`src/rtl/rf_pkg.sv`:
```
// Shared register-file definitions: geometry and the writeback queue entry layout.
package rf_pkg;
   localparam int RF_DATA_W = 8;
   localparam int RF_ADDR_W = 2;
   localparam int RF_NREGS  = 4;

   typedef struct packed {
      logic                 valid;
      logic [RF_ADDR_W-1:0] rd;
      logic [RF_DATA_W-1:0] data;
   } rf_wb_entry_t;
endpackage

```
`src/rtl/rf_writeback_if.sv`:
```
// Writeback front-end bus: result push, regfile write port, decode forwarding queries.
interface rf_writeback_if #(
   parameter int ADDR_W = 2,
   parameter int DATA_W = 8
);
   logic                    in_valid;
   logic                    in_ready;
   logic [ADDR_W-1:0]       in_rd;
   logic [DATA_W-1:0]       in_data;
   logic                    hold;
   logic                    rf_we;
   logic [ADDR_W-1:0]       rf_rd;
   logic [DATA_W-1:0]       rf_wd;
   logic [ADDR_W-1:0]       q_rs1;
   logic [ADDR_W-1:0]       q_rs2;
   logic                    q_hit1;
   logic                    q_hit2;
   logic [DATA_W-1:0]       q_data1;
   logic [DATA_W-1:0]       q_data2;
   logic [(1<<ADDR_W)-1:0]  pending;

   modport master (
      output in_valid, in_rd, in_data, hold, q_rs1, q_rs2,
      input  in_ready, rf_we, rf_rd, rf_wd, q_hit1, q_hit2, q_data1, q_data2, pending
   );

   modport slave (
      input  in_valid, in_rd, in_data, hold, q_rs1, q_rs2,
      output in_ready, rf_we, rf_rd, rf_wd, q_hit1, q_hit2, q_data1, q_data2, pending
   );
endinterface

```
`src/rtl/rf_wb_fifo.sv`:
```
// In-order circular queue of writeback entries; the whole entry array is exposed
// so the parent can run forwarding and pending logic against it.
module rf_wb_fifo
   import rf_pkg::*;
#(
   parameter int DEPTH = 2,
   parameter int PTR_W = (DEPTH > 1) ? $clog2(DEPTH) : 1,
   parameter int CNT_W = PTR_W + 1
) (
   input  logic                     clk,
   input  logic                     reset_n,
   input  logic                     push,
   input  logic                     pop,
   input  logic [RF_ADDR_W-1:0]     push_rd,
   input  logic [RF_DATA_W-1:0]     push_data,
   output rf_wb_entry_t [DEPTH-1:0] entries,
   output logic [PTR_W-1:0]         rd_ptr,
   output logic [PTR_W-1:0]         wr_ptr,
   output logic [CNT_W-1:0]         count,
   output logic                     full,
   output logic                     empty
);
   rf_wb_entry_t [DEPTH-1:0] ent_q, ent_d;
   logic [PTR_W-1:0]         rd_ptr_q, rd_ptr_d;
   logic [PTR_W-1:0]         wr_ptr_q, wr_ptr_d;
   logic [CNT_W-1:0]         count_q, count_d;

   assign full  = (count_q == CNT_W'(DEPTH));
   assign empty = (count_q == '0);

   // Push is only legal when not full, so it never lands on the slot being popped.
   always_comb begin
      ent_d    = ent_q;
      rd_ptr_d = rd_ptr_q;
      wr_ptr_d = wr_ptr_q;
      if (pop && !empty) begin
         ent_d[rd_ptr_q].valid = 1'b0;
         rd_ptr_d              = rd_ptr_q + 1'b1;
      end
      if (push && !full) begin
         ent_d[wr_ptr_q] = '{valid: 1'b1, rd: push_rd, data: push_data};
         wr_ptr_d        = wr_ptr_q + 1'b1;
      end
      count_d = count_q + CNT_W'(push && !full) - CNT_W'(pop && !empty);
   end

   always_ff @(posedge clk or negedge reset_n) begin
      if (!reset_n) begin
         ent_q    <= '0;
         rd_ptr_q <= '0;
         wr_ptr_q <= '0;
         count_q  <= '0;
      end else begin
         ent_q    <= ent_d;
         rd_ptr_q <= rd_ptr_d;
         wr_ptr_q <= wr_ptr_d;
         count_q  <= count_d;
      end
   end

   assign entries = ent_q;
   assign rd_ptr  = rd_ptr_q;
   assign wr_ptr  = wr_ptr_q;
   assign count   = count_q;
endmodule

```
`src/rtl/rf_writeback.sv`:
```
// Regfile write-side front end: drains queued results one per cycle and forwards
// not-yet-written values to decode's two read ports.
module rf_writeback
   import rf_pkg::*;
#(
   parameter int DEPTH  = 2,
   parameter int DATA_W = RF_DATA_W,
   parameter int ADDR_W = RF_ADDR_W
) (
   input logic           clk,
   input logic           reset_n,
   rf_writeback_if.slave wb
);
   localparam int PTR_W = (DEPTH > 1) ? $clog2(DEPTH) : 1;
   localparam int CNT_W = PTR_W + 1;

   rf_wb_entry_t [DEPTH-1:0] ent;
   logic [PTR_W-1:0]         rd_ptr, wr_ptr;
   logic [CNT_W-1:0]         count;
   logic                     full, empty, push, pop;
   logic [1:0][ADDR_W-1:0]   rs;
   logic [1:0]               hit;
   logic [1:0][DATA_W-1:0]   fwd;
   logic [(1<<ADDR_W)-1:0]   pend;

   assign push = wb.in_valid & ~full;
   assign pop  = ~empty & ~wb.hold;

   rf_wb_fifo #(.DEPTH(DEPTH), .PTR_W(PTR_W), .CNT_W(CNT_W)) u_fifo (
      .clk       (clk),
      .reset_n   (reset_n),
      .push      (push),
      .pop       (pop),
      .push_rd   (wb.in_rd),
      .push_data (wb.in_data),
      .entries   (ent),
      .rd_ptr    (rd_ptr),
      .wr_ptr    (wr_ptr),
      .count     (count),
      .full      (full),
      .empty     (empty)
   );

   assign wb.in_ready = ~full;
   assign wb.rf_we    = pop;
   assign wb.rf_rd    = empty ? '0 : ent[rd_ptr].rd;
   assign wb.rf_wd    = empty ? '0 : ent[rd_ptr].data;

   assign rs[0] = wb.q_rs1;
   assign rs[1] = wb.q_rs2;

   // Walk oldest to youngest so the last match (closest to wr_ptr) supplies the data.
   always_comb begin
      logic [PTR_W-1:0] idx;
      idx = '0;
      hit = '0;
      fwd = '0;
      for (int p = 0; p < 2; p++) begin
         for (int k = 0; k < DEPTH; k++) begin
            idx = rd_ptr + PTR_W'(k);
            if (ent[idx].valid && (ent[idx].rd == rs[p])) begin
               hit[p] = 1'b1;
               fwd[p] = ent[idx].data;
            end
         end
      end
   end

   assign wb.q_hit1  = hit[0];
   assign wb.q_hit2  = hit[1];
   assign wb.q_data1 = fwd[0];
   assign wb.q_data2 = fwd[1];

   always_comb begin
      pend = '0;
      for (int i = 0; i < DEPTH; i++) begin
         if (ent[i].valid) pend[ent[i].rd] = 1'b1;
      end
   end

   assign wb.pending = pend;
endmodule

```
`src/flat_wrapper.sv`:
```
// flat-port wrapper written by rule: the top's interface ports become plain ports
module rf_writeback_flat import rf_pkg::*;
#(
   parameter int DEPTH  = 2,
   parameter int DATA_W = RF_DATA_W,
   parameter int ADDR_W = RF_ADDR_W
)
  (clk, reset_n, wb_in_valid, wb_in_rd, wb_in_data, wb_hold, wb_q_rs1, wb_q_rs2, wb_in_ready, wb_rf_we, wb_rf_rd, wb_rf_wd, wb_q_hit1, wb_q_hit2, wb_q_data1, wb_q_data2, wb_pending);
  rf_writeback_if #(.ADDR_W(ADDR_W), .DATA_W(DATA_W)) wb_i ();
  input logic clk;
  input logic reset_n;
  input wire logic [$bits(wb_i.in_valid)-1:0] wb_in_valid;
  input wire logic [$bits(wb_i.in_rd)-1:0] wb_in_rd;
  input wire logic [$bits(wb_i.in_data)-1:0] wb_in_data;
  input wire logic [$bits(wb_i.hold)-1:0] wb_hold;
  input wire logic [$bits(wb_i.q_rs1)-1:0] wb_q_rs1;
  input wire logic [$bits(wb_i.q_rs2)-1:0] wb_q_rs2;
  output wire logic [$bits(wb_i.in_ready)-1:0] wb_in_ready;
  output wire logic [$bits(wb_i.rf_we)-1:0] wb_rf_we;
  output wire logic [$bits(wb_i.rf_rd)-1:0] wb_rf_rd;
  output wire logic [$bits(wb_i.rf_wd)-1:0] wb_rf_wd;
  output wire logic [$bits(wb_i.q_hit1)-1:0] wb_q_hit1;
  output wire logic [$bits(wb_i.q_hit2)-1:0] wb_q_hit2;
  output wire logic [$bits(wb_i.q_data1)-1:0] wb_q_data1;
  output wire logic [$bits(wb_i.q_data2)-1:0] wb_q_data2;
  output wire logic [$bits(wb_i.pending)-1:0] wb_pending;
  assign wb_i.in_valid = wb_in_valid;
  assign wb_i.in_rd = wb_in_rd;
  assign wb_i.in_data = wb_in_data;
  assign wb_i.hold = wb_hold;
  assign wb_i.q_rs1 = wb_q_rs1;
  assign wb_i.q_rs2 = wb_q_rs2;
  assign wb_in_ready = wb_i.in_ready;
  assign wb_rf_we = wb_i.rf_we;
  assign wb_rf_rd = wb_i.rf_rd;
  assign wb_rf_wd = wb_i.rf_wd;
  assign wb_q_hit1 = wb_i.q_hit1;
  assign wb_q_hit2 = wb_i.q_hit2;
  assign wb_q_data1 = wb_i.q_data1;
  assign wb_q_data2 = wb_i.q_data2;
  assign wb_pending = wb_i.pending;
  rf_writeback #(.DEPTH(DEPTH), .DATA_W(DATA_W), .ADDR_W(ADDR_W)) u_core (.clk(clk), .reset_n(reset_n), .wb(wb_i));
endmodule
```
`config.mk`:
```
export PLATFORM = sky130hd
export DESIGN_NAME = rf_writeback_flat
export DESIGN_NICKNAME = d
export VERILOG_FILES = /design/src/rtl/rf_pkg.sv /design/src/rtl/rf_writeback_if.sv /design/src/rtl/rf_wb_fifo.sv /design/src/rtl/rf_writeback.sv /design/src/flat_wrapper.sv
export SDC_FILE = /design/constraint.sdc
export NUM_CORES = 1
export LEC_CHECK = 0
export CAP_MARGIN = 25
export CORE_ASPECT_RATIO = 1.5
export CORE_MARGIN = 2
export CORE_UTILIZATION = 47
export DETAILED_ROUTE_END_ITERATION = 12
export PLACE_DENSITY = 0.8
export REMOVE_ABC_BUFFERS = 1
export SLEW_MARGIN = 5
export SYNTH_ARGS = -nofsm -noshare
export SYNTH_HDL_FRONTEND = slang
export SYNTH_HIERARCHICAL = 1
export SYNTH_SLANG_ARGS = --single-unit
```
`constraint.sdc`:
```
create_clock -name clk -period 2.8 [get_ports clk]
set_clock_uncertainty 0.2 [all_clocks]
set_input_delay 0.56 -clock clk [delete_from_list [all_inputs] [get_ports clk]]
set_output_delay 0.56 -clock clk [all_outputs]
set_load 0.02 [all_outputs]
```
**Word-level counts from Yosys, hierarchy flattened**

Index checks and enable logic that the tools add are counted.

- Equality and inequality tests: 5
- $add $sub $neg: 4
- Multiply operators: 0
- Muxes and demuxes: 28
- Div/mod/pow operators: 0
- Reductions and logical operators: 13
- Shifts and indexed selects: 0
- Bitwise logic cells: 6
- $lt $le $gt $ge: 9

Operators with widths:

| kind | count |
|---|---|
| $mux 11 | 6 |
| $bwmux 22 | 2 |
| $mux 22 | 2 |
| $mux 8 | 5 |
| $demux 11 s1 | 2 |
| $logic_and 1x1->1 | 10 |
| $eq 2x2->1 | 4 |
| $mux 4 | 2 |
| $lt 1x2->1 const B | 3 |
| $lt 2x3->1 const B | 2 |
| $mux 1 | 6 |
| $demux 1 s2 | 2 |
| $ge 2x1->1 const B | 2 |
| $or 4x4->4 | 1 |
| $not 1->1 | 3 |
| $add 1x1->1 const B | 2 |
| $add 2x1->2 | 1 |
| $and 1x1->1 | 2 |
| $eq 2x2->1 const B | 1 |
| $ge 1x1->1 const B | 2 |
| $logic_not 1->1 | 2 |
| $logic_not 2->1 | 1 |
| $mux 2 | 1 |
| $sub 2x1->2 | 1 |

- Word-level logic and storage cells: 74
- Latch bits: 0
- Memory bits (writable): 0
- Memory bits (read-only): 0
- Output and inout bits: 34
- Input port bits: 18
- Register bits after elaboration: 26
- Memories: 0

**Longest topological paths before layout**

- Depth after elaboration: 8
- Mapped depth: 10
- Depth with buffers taken out: 9

**Modules after synthesis**

Netlist, hierarchy kept.

Modules (own cells, without submodules):

| module | cells each | area an instance (um^2) | times used |
|---|---|---|---|
| rf_wb_fifo | 67 | 1059.8 | 1 |
| rf_writeback | 89 | 629.4 | 1 |

**Worst setup path after synthesis**

Ideal clock, no wire load.

- Path type: input to output
- Start point: in wb_q_rs1[0]
- End point: out wb_q_data1[2]
- Stages: 5
- Required time: 2.040 ns
- Data arrival time: 1.679 ns
- Path slack: 0.361 ns
- Cells stage by stage: xor2_1 -> o22a_1 -> or2_1 -> buf_2 -> o22ai_1

- Word-level cells in the longest chain between the ends: 4
- Elaborated cells between the ends (all ways): 6

Ends and longest elaborated chain:

| element | RTL line | source |
|---|---|---|
| from (decl) | flat_wrapper.sv:16 | `input wire logic [$bits(wb_i.q_rs1)-1:0] wb_q_rs1;` |
| $eq 2x2->1 | rf_writeback.sv:61 | `if (ent[idx].valid && (ent[idx].rd == rs[p])) begin` |
| $logic_and 1x1->1 | rf_writeback.sv:61 |  |
| $mux 8 | rf_writeback.sv:61 |  |
| $mux 8 (*) | rf_writeback.sv:61 |  |
| to (decl) | flat_wrapper.sv:24 | `output wire logic [$bits(wb_i.q_data1)-1:0] wb_q_data1;` |

Every way passes the cells marked *; elsewhere a longest branch is shown, timed or not.

**Final worst setup path**

- Start point: in wb_q_rs2[0]
- End point: out wb_q_data2[6]

- Word-level cells in the longest chain between the ends: 4
- Elaborated cells between the ends (all ways): 6

Ends and longest elaborated chain:

| element | RTL line | source |
|---|---|---|
| from (decl) | flat_wrapper.sv:17 | `input wire logic [$bits(wb_i.q_rs2)-1:0] wb_q_rs2;` |
| $eq 2x2->1 | rf_writeback.sv:61 |  |
| $logic_and 1x1->1 | rf_writeback.sv:61 |  |
| $mux 8 | rf_writeback.sv:61 |  |
| $mux 8 (*) | rf_writeback.sv:61 |  |
| to (decl) | flat_wrapper.sv:25 | `output wire logic [$bits(wb_i.q_data2)-1:0] wb_q_data2;` |

Marks and branches as above.

==> flow_metrics.env <==
export IMPL_status="finished clean"
export IMPL_cp_slowest_stage_delay_ns=0.38
export IMPL_setup_viol=0
export IMPL_io_buffers=51
export IMPL_crit_start="wb_q_rs2[0]"
export IMPL_drive_gt1_frac=0.410
export IMPL_finalMaxSlewViolations=0
export IMPL_boundaryPins=52
export IMPL_drtAntennaViolNets=0
export IMPL_pre_cts_slack_ns=-0.647
export IMPL_post_route_min_period_ns=2.79
export IMPL_critical_path_startpoint_type="primary input"
export IMPL_synth_edff_count=0
export IMPL_grt_use_total=0.241
export IMPL_worstMarginPinSlew_ns=0.410
export IMPL_place_gp_congestion=0.857
export IMPL_drc_errors=0
export IMPL_yosys_area_top_type="dfrtp_1"
export IMPL_synth_top_family_by_area="multiplexers"
export IMPL_synth_compound_area_frac=0.117
export IMPL_fin_crit_sh=0.996
export IMPL_final_area_um2=2550
export IMPL_seq_area_um2=652
export IMPL_design_core_area_um2=3420
export IMPL_num_antenna_cells=0
export IMPL_synth_ff_latch_count=26
export IMPL_r2r_start="u_core/u_fifo/count[1]$_DFF_PN0_"
export IMPL_clk_latency_ns=0.28
export IMPL_yosysWarnings=6
export IMPL_crit_path_end_kind="primary output"
export IMPL_h_tree_depth=1
export IMPL_hold_violations=0
export IMPL_dieWidth_um=53.0
export IMPL_synth_xor_area_frac=0.0622
export IMPL_netlist_area_um2=1690
export IMPL_wl_um=4610
export IMPL_crit_top_cell="buf_6"
export IMPL_place_hpwl_um=3240
export IMPL_multiInputGateArea_um2=1160
export IMPL_first_global_vias=1569
export IMPL_worstHoldPathType="flop to flop"
export IMPL_clock_sinks=26
export IMPL_yosys_top_cells_area="dfrtp_1, mux2i_1, o22ai_1, mux2_4, mux2_2"
export IMPL_area_growth_pct=51.0
export IMPL_path_buf_inv=3
export IMPL_netlist_instances=156
export IMPL_die_y_um=77.4
export IMPL_clockRootBuffer="clkbuf_8"
export IMPL_synthFlopType="dfrtp_1"
export IMPL_antenna_found_initial=0
export IMPL_syn_area_per_cell_um2=10.8
export IMPL_drt_iter0_markers=42
export IMPL_grt_setup_unrepaired="true"
export IMPL_synthTopCellsByCount="dfrtp_1, o22ai_1, mux2i_1"
export IMPL_setup_ws_ns=0.0125
export IMPL_clock_path_buffers=2
export IMPL_yosys_area_share_adder=0.0148
export IMPL_arrival_ns=2.03
export IMPL_yosysSeqAreaShare=0.385
export IMPL_crit_type="primary input to primary output"
export IMPL_rows=26
export IMPL_start_util=0.495
export IMPL_max_cap_violations=0
export IMPL_grt_pass1_wl_um=7400
export IMPL_cts_clk_slew_worst_paths_ns=0.09
export IMPL_vias=1475
export IMPL_grt_overflow=0
export IMPL_cp_slowest_cell="o211ai_4"
export IMPL_die_area_um2=4100
export IMPL_fmax_ghz=0.359
export IMPL_yosysMostFrequentCell="dfrtp_1"
export IMPL_crit_required_ns=2.04
export IMPL_numCtsBuffers=3
export IMPL_crit_family="compound AO/OA/AOI/OAI gates"
export IMPL_path_max_fanout=8
export IMPL_tns_ns=0
export IMPL_synth_distinct_cells=27
export IMPL_drt_pass1_iter_count=4
export IMPL_cts_tree="done"
export IMPL_fill_cells=242
export IMPL_hold_buffers=0
export IMPL_viasPerCell=5.69
export IMPL_synthMuxAreaShare=0.276
export IMPL_yosysTopAreaCellShare=0.385
export IMPL_wire_per_inst_um=17.8
export IMPL_worstPathCellList="dlygate4sd2_1, xor2_2, o22a_1, o211ai_4, buf_6, o22ai_2, buf_6"
export IMPL_min_from="u_core/u_fifo/wr_ptr$_DFFE_PN0P_"
export IMPL_yosys_area_share_simple=0.0933
export IMPL_grt_max_degree=27
export IMPL_async_reset_ff_frac=1.00
export IMPL_max_slew_margin=0.725
export IMPL_post_dp_cell_area_um2=2270
export IMPL_nets=238
## layer usage
layer / GRT usage / wire [um]
met4: 0.105 / 92
met5: 0 / 0
met1: 0.299 / 1880
met2: 0.414 / 2510
met3: 0.0212 / 124
## final timing paths
check / cells past startpoint / slack, ns / to
max in group asynchronous: 2 / 1.70 / u_core/u_fifo/rd_ptr$_DFFE_PN0N_
min in group asynchronous: 2 / 0.43 / u_core/u_fifo/entries[11]$_DFFE_PN0P_
worst max-delay path: 7 / 0.01 / wb_q_data2[6]
worst min-delay path: 1 / 0.32 / u_core/u_fifo/wr_ptr$_DFFE_PN0P_
worst min register to register: 1 / 0.32 / u_core/u_fifo/wr_ptr$_DFFE_PN0P_
worst max register to register: 10 / 0.43 / u_core/u_fifo/count[1]$_DFF_PN0_
## placed cells by master, fill, tap and decap left out, drive strengths merged
cell type and count:
nor2b 1, and3 1, nand2b 5, nand3b 1
dlymetal6s2s 4, a21o 1, ha 2, bufinv 1
o211ai 2, dfrtp 26, o21ai 2, clkbuf 3
clkdlybuf4s50 25, clkdlybuf4s15 2, buf 31, nor2 12
mux2 20, inv 6, dlygate4sd2 4, o22ai 22
mux2i 19, nand2 11, xor2 6, xnor2 6
or2 2, o22a 2
## kinds of logic (layout without fill, tap and decap cells)
group,after synthesis,in the layout
adders and majority gates,2,2
AOI/OAI and AO/OA,29,29
DFF,26,26
xor gates and xnor gates,12,12
muxes,39,39
and+or+nand+nor,33,33
buffers and inverters,15,76
## registers in the layout (all words and copies together) (netlist names)
name and cells:
u_core/u_fifo/entries 22, u_core/u_fifo/count 2, u_core/u_fifo/rd_ptr 1, u_core/u_fifo/wr_ptr 1
## per-stage QoR
stage,util,hold slack (ns),instances
final,0.747,0.320,259
after detailed placement,0.664,0.311,251
after floorplan,-,0.0644,147
after global placement,0.664,0.278,251
after CTS,0.701,0.331,257
after global routing,0.747,0.333,259
## cell type report
type                    instances  area share
clock buffers                   3      0.0162
clock inverters                 1      0.0118
inverters                       6     0.00883
multi-input cells             115       0.456
flip-flops and latches         26       0.256
well taps                      42      0.0206
repair buffers                 66       0.231
## worst reg2reg max path, delay by kind of cell (launching register included)
| family | cells | cell delay (ns) |
|---|---|---|
| flip-flops | 1 | 0.44 |
| AO/OA/AOI/OAI | 1 | 0.17 |
| buffers and inverters | 3 | 0.37 |
| XOR/XNOR | 2 | 0.34 |
| AND/OR/NAND/NOR | 2 | 0.28 |
| adder cells (fa/ha/maj) | 2 | 0.49 |
## repair_timing
action,in CTS,in global routing
endpoints found under the hold margin,0,0
gates resized for setup,90,35
setup endpoints to repair,24,17
pin swaps,5,3
setup buffers,2,2
Power is not shown: default switching activity piles up to over one toggle a cycle in this logic, so the estimate is an artifact.
